==> config.mk <==
export PLATFORM = sky130hd
export DESIGN_NAME = mmio_uart_tx
export DESIGN_NICKNAME = d
export VERILOG_FILES = /design/src/rtl/mmio_uart_tx.sv
export SDC_FILE = /design/constraint.sdc
export NUM_CORES = 1
export LEC_CHECK = 0
export ABC_CLOCK_PERIOD_IN_PS = 4700
export BUFFER_PORTS_ARGS = -buffer_cell sky130_fd_sc_hd__buf_4
export CORE_MARGIN = 5
export CORE_UTILIZATION = 40
export DETAILED_ROUTE_END_ITERATION = 10
export PLACE_DENSITY = 0.6
export SYNTH_ARGS = -nofsm -noshare
export SYNTH_HDL_FRONTEND = slang
export SYNTH_SLANG_ARGS = --single-unit
==> constraint.sdc <==
create_clock -name clock -period 4.7 [get_ports clock]
set_input_delay 0.94 -clock clock [delete_from_list [all_inputs] [get_ports clock]]
set_output_delay 0.94 -clock clock [all_outputs]
set_load 0.01 [all_outputs]
==> src/rtl/mmio_uart_tx.sv <==
// MMIO-driven 8N1 UART transmitter with byte FIFO.
// Toggle-handshaked push/clear commands, registered status word.
module mmio_uart_tx #(
    parameter int CLOCKS_PER_BIT = 434,
    parameter int FIFO_DEPTH     = 8
) (
    input  logic        clock,
    input  logic        reset_n,
    input  logic [31:0] cmdWord,
    output logic [31:0] statusWord,
    output logic        txd
);

    localparam int AW = $clog2(FIFO_DEPTH);
    localparam int CW = AW + 1;
    localparam int BW = $clog2(CLOCKS_PER_BIT);

    typedef enum logic [1:0] {
        IDLE,
        START,
        DATA,
        STOP
    } state_t;

    state_t          state, state_n;
    logic [BW-1:0]   clk_cnt, clk_cnt_n;
    logic [2:0]      bit_idx, bit_idx_n;
    logic [7:0]      shifter, shifter_n;
    logic            txd_n;

    logic [7:0]      mem [FIFO_DEPTH];
    logic [AW-1:0]   wr_ptr, rd_ptr;
    logic [CW-1:0]   count;
    logic [3:0]      count4;

    logic            push_seen, clr_seen, overflow;
    logic            push_req, clr_req;
    logic            do_write, pop;
    logic            full, empty, busy, bit_end;
    logic [21:0]     unused_cmd;

    assign unused_cmd = cmdWord[31:10];

    assign full     = (count == CW'(FIFO_DEPTH));
    assign empty    = (count == '0);
    assign busy     = (state != IDLE) || !empty;
    assign push_req = (cmdWord[8] != push_seen);
    assign clr_req  = (cmdWord[9] != clr_seen);
    assign do_write = push_req && (!full || pop);
    assign bit_end  = (clk_cnt == BW'(CLOCKS_PER_BIT - 1));
    assign count4   = 4'(count);

    assign statusWord = {20'd0, count4, 2'd0, clr_seen, overflow,
                         busy, empty, full, push_seen};

    always_ff @(posedge clock) begin
        if (do_write) mem[wr_ptr] <= cmdWord[7:0];
    end

    always_ff @(posedge clock or negedge reset_n) begin
        if (!reset_n) begin
            wr_ptr    <= '0;
            rd_ptr    <= '0;
            count     <= '0;
            push_seen <= 1'b0;
            clr_seen  <= 1'b0;
            overflow  <= 1'b0;
        end else begin
            if (do_write) wr_ptr <= wr_ptr + AW'(1);
            if (pop)      rd_ptr <= rd_ptr + AW'(1);
            unique case ({do_write, pop})
                2'b10:   count <= count + CW'(1);
                2'b01:   count <= count - CW'(1);
                default: count <= count;
            endcase
            if (push_req) push_seen <= cmdWord[8];
            // a clear on the same edge as a dropped byte takes priority
            if (clr_req) begin
                clr_seen <= cmdWord[9];
                overflow <= 1'b0;
            end else if (push_req && !do_write) begin
                overflow <= 1'b1;
            end
        end
    end

    always_ff @(posedge clock or negedge reset_n) begin
        if (!reset_n) begin
            state   <= IDLE;
            clk_cnt <= '0;
            bit_idx <= '0;
            shifter <= '0;
            txd     <= 1'b1;
        end else begin
            state   <= state_n;
            clk_cnt <= clk_cnt_n;
            bit_idx <= bit_idx_n;
            shifter <= shifter_n;
            txd     <= txd_n;
        end
    end

    always_comb begin
        state_n   = state;
        clk_cnt_n = clk_cnt;
        bit_idx_n = bit_idx;
        shifter_n = shifter;
        pop       = 1'b0;
        unique case (state)
            IDLE: begin
                if (!empty) begin
                    pop       = 1'b1;
                    shifter_n = mem[rd_ptr];
                    clk_cnt_n = '0;
                    state_n   = START;
                end
            end
            START: begin
                if (bit_end) begin
                    clk_cnt_n = '0;
                    bit_idx_n = '0;
                    state_n   = DATA;
                end else begin
                    clk_cnt_n = clk_cnt + BW'(1);
                end
            end
            DATA: begin
                if (bit_end) begin
                    clk_cnt_n = '0;
                    shifter_n = {1'b0, shifter[7:1]};
                    if (bit_idx == 3'd7) state_n = STOP;
                    else bit_idx_n = bit_idx + 3'd1;
                end else begin
                    clk_cnt_n = clk_cnt + BW'(1);
                end
            end
            STOP: begin
                if (bit_end) begin
                    clk_cnt_n = '0;
                    if (!empty) begin
                        pop       = 1'b1;
                        shifter_n = mem[rd_ptr];
                        state_n   = START;
                    end else begin
                        state_n   = IDLE;
                    end
                end else begin
                    clk_cnt_n = clk_cnt + BW'(1);
                end
            end
            default: state_n = IDLE;
        endcase
    end

    // line level follows the state being entered, so txd is a clean flop
    always_comb begin
        unique case (state_n)
            START:   txd_n = 1'b0;
            DATA:    txd_n = shifter_n[0];
            default: txd_n = 1'b1;
        endcase
    end

endmodule

[Word-level counts from Yosys, hierarchy flattened]
Memory sizes are Yosys's and may differ from the RTL's.
Cells that the tools add are included.
W data, S select, Z words.
Word-level totals
  bits in registers: 36
  latch bits: 0
  bits in writable memories: 64
  bits in read-only memories: 0
  bits of input ports: 34
  output and inout port bits: 33
  logic and storage cells: 80
  memories: 1
Memories
  mem: words 8, bits a word 8, rd ports 1, clocked after memory_dff 0, wr ports 1, RTL line 31  | logic [7:0] mem [FIFO_DEPTH];
Cells by class
  $add $sub $neg: 6
  multipliers: 0
  div/mod/pow operators: 0
  magnitude comparators: 0
  equal/unequal tests: 17
  shifts and indexed selects: 0
  mux-type cells: 27
  bitwise gates (word level): 0
  reduce and logical (&&, ||, !) cells: 17
Operators by type and width (count)
  $mux W8: 3
  $pmux W8 S3: 1
  $mux W9: 2
  $pmux W9 S2: 1
  $mux W2: 5
  $ne A2 B2 Y1 const B: 5
  $add A3 B1 Y3 const B: 3
  $add A9 B1 Y9 const B: 1
  $eq A9 B9 Y1 const B: 1
  $mux W3: 3
  $eq A2 B2 Y1 const B: 4
  $pmux W2 S4: 1
  $pmux W4 S2: 1
  $reduce_bool A2 Y1: 4
  $mux W1: 7
  $eq A2 B1 Y1 const B: 3
  $pmux W3 S2: 1
  $add A4 B1 Y4 const B: 1
  $eq A4 B4 Y1 const B: 1
  $logic_not A4 Y1: 1
  $pmux W1 S2: 2
  $reduce_and A4 Y1: 1
  $sub A4 B1 Y4 const B: 1
  $eq A3 B3 Y1 const B: 1
  8 further kinds: 13

[Depth between registers and ports, before layout]
  depth in word-level cells: 10
  mapped depth: 11
  depth with buffers taken out: 10

[Worst setup path before layout]
No wires, ideal clock.
  kind: input-to-reg
  from: input port cmdWord[8]
  to: memory mem[0][0], enable pin
  library setup time: 0.395 ns
  arrival: 2.366 ns
  required time: 4.305 ns
  setup slack: 1.939 ns
  stages on the path: 3
  buffers on the path: 0
  cells stage by stage: xor2_1 > nand2_2 > nor4_1
Between the ends
  word-level cells in the longest chain between the ends: 4
RTL lines
  from (decl): RTL line 9  | input logic [31:0] cmdWord,
  $ne A1 B1 Y1: RTL line 47  | assign push_req = (cmdWord[8] != push_seen);
  $logic_and A1 B1 Y1: RTL line 49  | assign do_write = push_req && (!full || pop);
  $mux W1: RTL line 57  | if (do_write) mem[wr_ptr] <= cmdWord[7:0];
  $mux W1 (not written as such): RTL line 57
  to (decl): RTL line 31
Every way passes these cells.

[Worst setup path after layout]
  from: register count[1]
  to: output port statusWord[3]
Between the ends
  word-level cells in the longest chain between the ends: 3
RTL lines
  from (decl): RTL line 33  | logic [CW-1:0] count;
  from (signal assigned): RTL line 72  | 2'b10: count <= count + CW'(1);
  from (signal assigned): RTL line 73  | 2'b01: count <= count - CW'(1);
  from (signal assigned): RTL line 74  | default: count <= count;
  $logic_not A4 Y1: RTL line 45  | assign empty = (count == '0);
  $logic_not A1 Y1
  $logic_or A1 B1 Y1: RTL line 46  | assign busy = (state != IDLE) || !empty;
  to (decl): RTL line 10  | output logic [31:0] statusWord,
Every way passes these cells.

==> out/metrics.yaml <==
rsz0062_at_grt: "no"
path_max_fanout: 7
ys_seq_area_share_pct: 59.24
whs_ns: 0.4805
clk_pin_slew_ns: 0.07
fin_crit_sh_pct: 66.24
first_pass_iters: 6
dp_slack_ns: 1.487
critPathMaxStageDelay_ns: 0.73
crit_chain: "or4_1 > clkinv_4 > and2_1 > inv_1 > buf_4"
p_sw_mw: 0.9785
overflow: 0
clockRootBuffer: "clkbuf_16"
grt_pass1_wl_mm: 14.32
synth.top_cell.area_share_pct: 40.31
syn_avg_cell_area_sq_um: 13.78
postRouteAntennaNets: 0
num-fill-cells: 1023
drive_gt1_share_pct: 19.84
setup_slack_ns: 1.587
path_class: "reg -> out"
setup_viol: 0
nets: 412
routed_via_density: 5.174
fin_util_pct: 45.23
ioPinCount: 67
cts_tree: "yes"
endpoint_kind: "output port"
synth_edf_count: 64
ctsHoldBuffers: 0
hpwlAfterDp_mm: 5.794
numPortBuffers: 22
antenna_found_initial: 0
crit_path_top_delay_cell: "or4_1"
power.total_mw: 2.932
p_per_area_mw_per_mm2: 560.4
drtIter0Drc: 193
fin_skew_ns: 0.008824
netlist_instances: 346
vias: 2644
cts_sinks: 100
maxSlewViolCount: 0
rows: 39
grt_max_degree: 37
synth.distinct_cells: 57
p_clk_share_pct: 24.0
status: "finished clean"
cts_buffers: 9
postCtsSetupBuffers: 0
cap_violations: 0
grt.total_usage_pct: 12.89
fp.coreArea_sq_mm: 0.01156
syn-cell-area_sq_mm: 0.004767
yosys_warnings: 0
peakVddDrop_mv: 0.2210
synth_flop_cell: "edfxtp_1"
grt_pass1_vias: 2698
avgRoutedWirePerCell_um: 16.73
synth_top_cells_by_area: "edfxtp_1 (40%), dfrtp_1 (18%), mux4_2 (7.1%), buf_4 (4.6%), ha_1 (3.7%)"
pwr-share-comb_pct: 30.4
worstPathArrival_ns: 2.17
htree_levels: 3
insertion_delay_ns: 0.34
seq_power_share_pct: 45.5
ys_ff_latch: 100
cts.path.max_buffers: 2
final.setup.tns_ns: 0
synth_area_leader_cell: "edfxtp_1"
die_x_um: 119.2
start_util_pct: 41.22
worstSetupStartpointType: "flip-flop"
die_y_um: 119.2
p_int_mw: 1.953
multiInputGateArea_sq_mm: 0.001697
fmax_mhz: 321.2
layout_min_cycle_time_ns: 3.113
hold_viol: 0
async_flop_share_pct: 36.00
critPathBufInv: 3
antenna_cells: 0
ys_top_cells_by_count: "edfxtp_1 (64), dfrtp_1 (35), buf_4 (29)"
wirelength_mm: 8.547
critPathTopFamily: "simple AND/OR/NAND/NOR gates"
critPathRequiredTime_ns: 3.76
hp-class: "reg -> reg"
synth_most_common_cell: "edfxtp_1"
relSlewSlack_pct: 29.57
gp_congestion: 0.7189
drt_drc_violations_left: 0
worstMarginPinSlew_ns: 1.057
area_growth_pct: 9.738
cts.repair.resized: 0
fp.dieArea_sq_mm: 0.01420
p_sw_share_pct: 33.38
regArea_sq_mm: 0.002824
p_leak_nw: 1.996
[worst paths after layout]
check                            from       endpoint  slack (ns)  depth (start not counted)
hold reg to reg            shifter[0]     shifter[0]        0.48                          2
hold / removal             shifter[0]     shifter[0]        0.48                          2
setup / recovery             count[1]  statusWord[3]        1.59                          5
setup reg to reg           clk_cnt[2]      mem[3][4]        1.77                          6
min in group asynchronous     reset_n     clk_cnt[5]        0.55                          1
max in group asynchronous     reset_n            txd        3.79                          1
[power by group through the flow]
stage | Combinational, mW | Sequential (mW) | Clock [mW]
global route | 0.998 | 1.37 | 0.763
global placement | 0.890 | 1.35 | 0
CTS | 0.909 | 1.34 | 0.720
finish | 0.892 | 1.33 | 0.705
detailed placement | 0.906 | 1.36 | 0
floorplan | 0.781 | 1.24 | 0
[cells by family after synthesis]
| family | count (synthesis) | synth area share [%] |
|---|---|---|
| simple gates | 72 | 8.609 |
| compound gates | 66 | 9.186 |
| xor+xnor | 9 | 1.654 |
| mux | 29 | 10.21 |
| buf+inv | 54 | 6.929 |
| fa+ha+maj | 15 | 4.095 |
| flops | 100 | 59.24 |
| other cells | 1 | 0.07866 |
[area by class of cell]
type / instances / share of cell area, %
clock buffers: 10 / 4.377
flip-flops and latches: 100 / 53.98
inverters: 13 / 1.028
clock inverters: 6 / 1.028
repair buffers: 26 / 3.731
well taps: 143 / 3.420
multi-input cells: 213 / 32.43
[layer usage]
metal | share of wire [%] | global-route usage [%]
met5 | 0 | 0
met4 | 1.2 | 3.910
met3 | 3.8 | 3.033
met2 | 50 | 21.55
met1 | 45 | 16.74
[registers in the layout (all words and copies together) (netlist names), 2 cells and up]
register	flops
clk_cnt	9
bit_idx	3
shifter	8
mem	64
state	2
rd_ptr	3
wr_ptr	3
count	4
[cell usage in the layout, fill, tap and decap left out, types with 10 or more instances in the layout]
master     n
edfxtp_1  64
dfrtp_1   35
o21ai_0   26
buf_4     26
conb_1    22
nand2_1   16
mux4_2    15
ha_1      14
inv_1     12
nor2_1    12
a21oi_1   10
mux2i_1   10
nand3_1   10
[stage by stage]
stage                     instances  instance area (sq um)
after global placement          495                   4949
after floorplan                 367                   4846
after detailed placement        495                   4949
final                           511                   5231
after CTS                       511                   5231
after global routing            511                   5231
[worst min-delay path: stages (launching register included)]
cell and delay [ns]:
dfrtp_1 0.33, a21oi_1 0.07, nand2_1 0.06
Note: power is estimated with default switching activity, not from simulation.
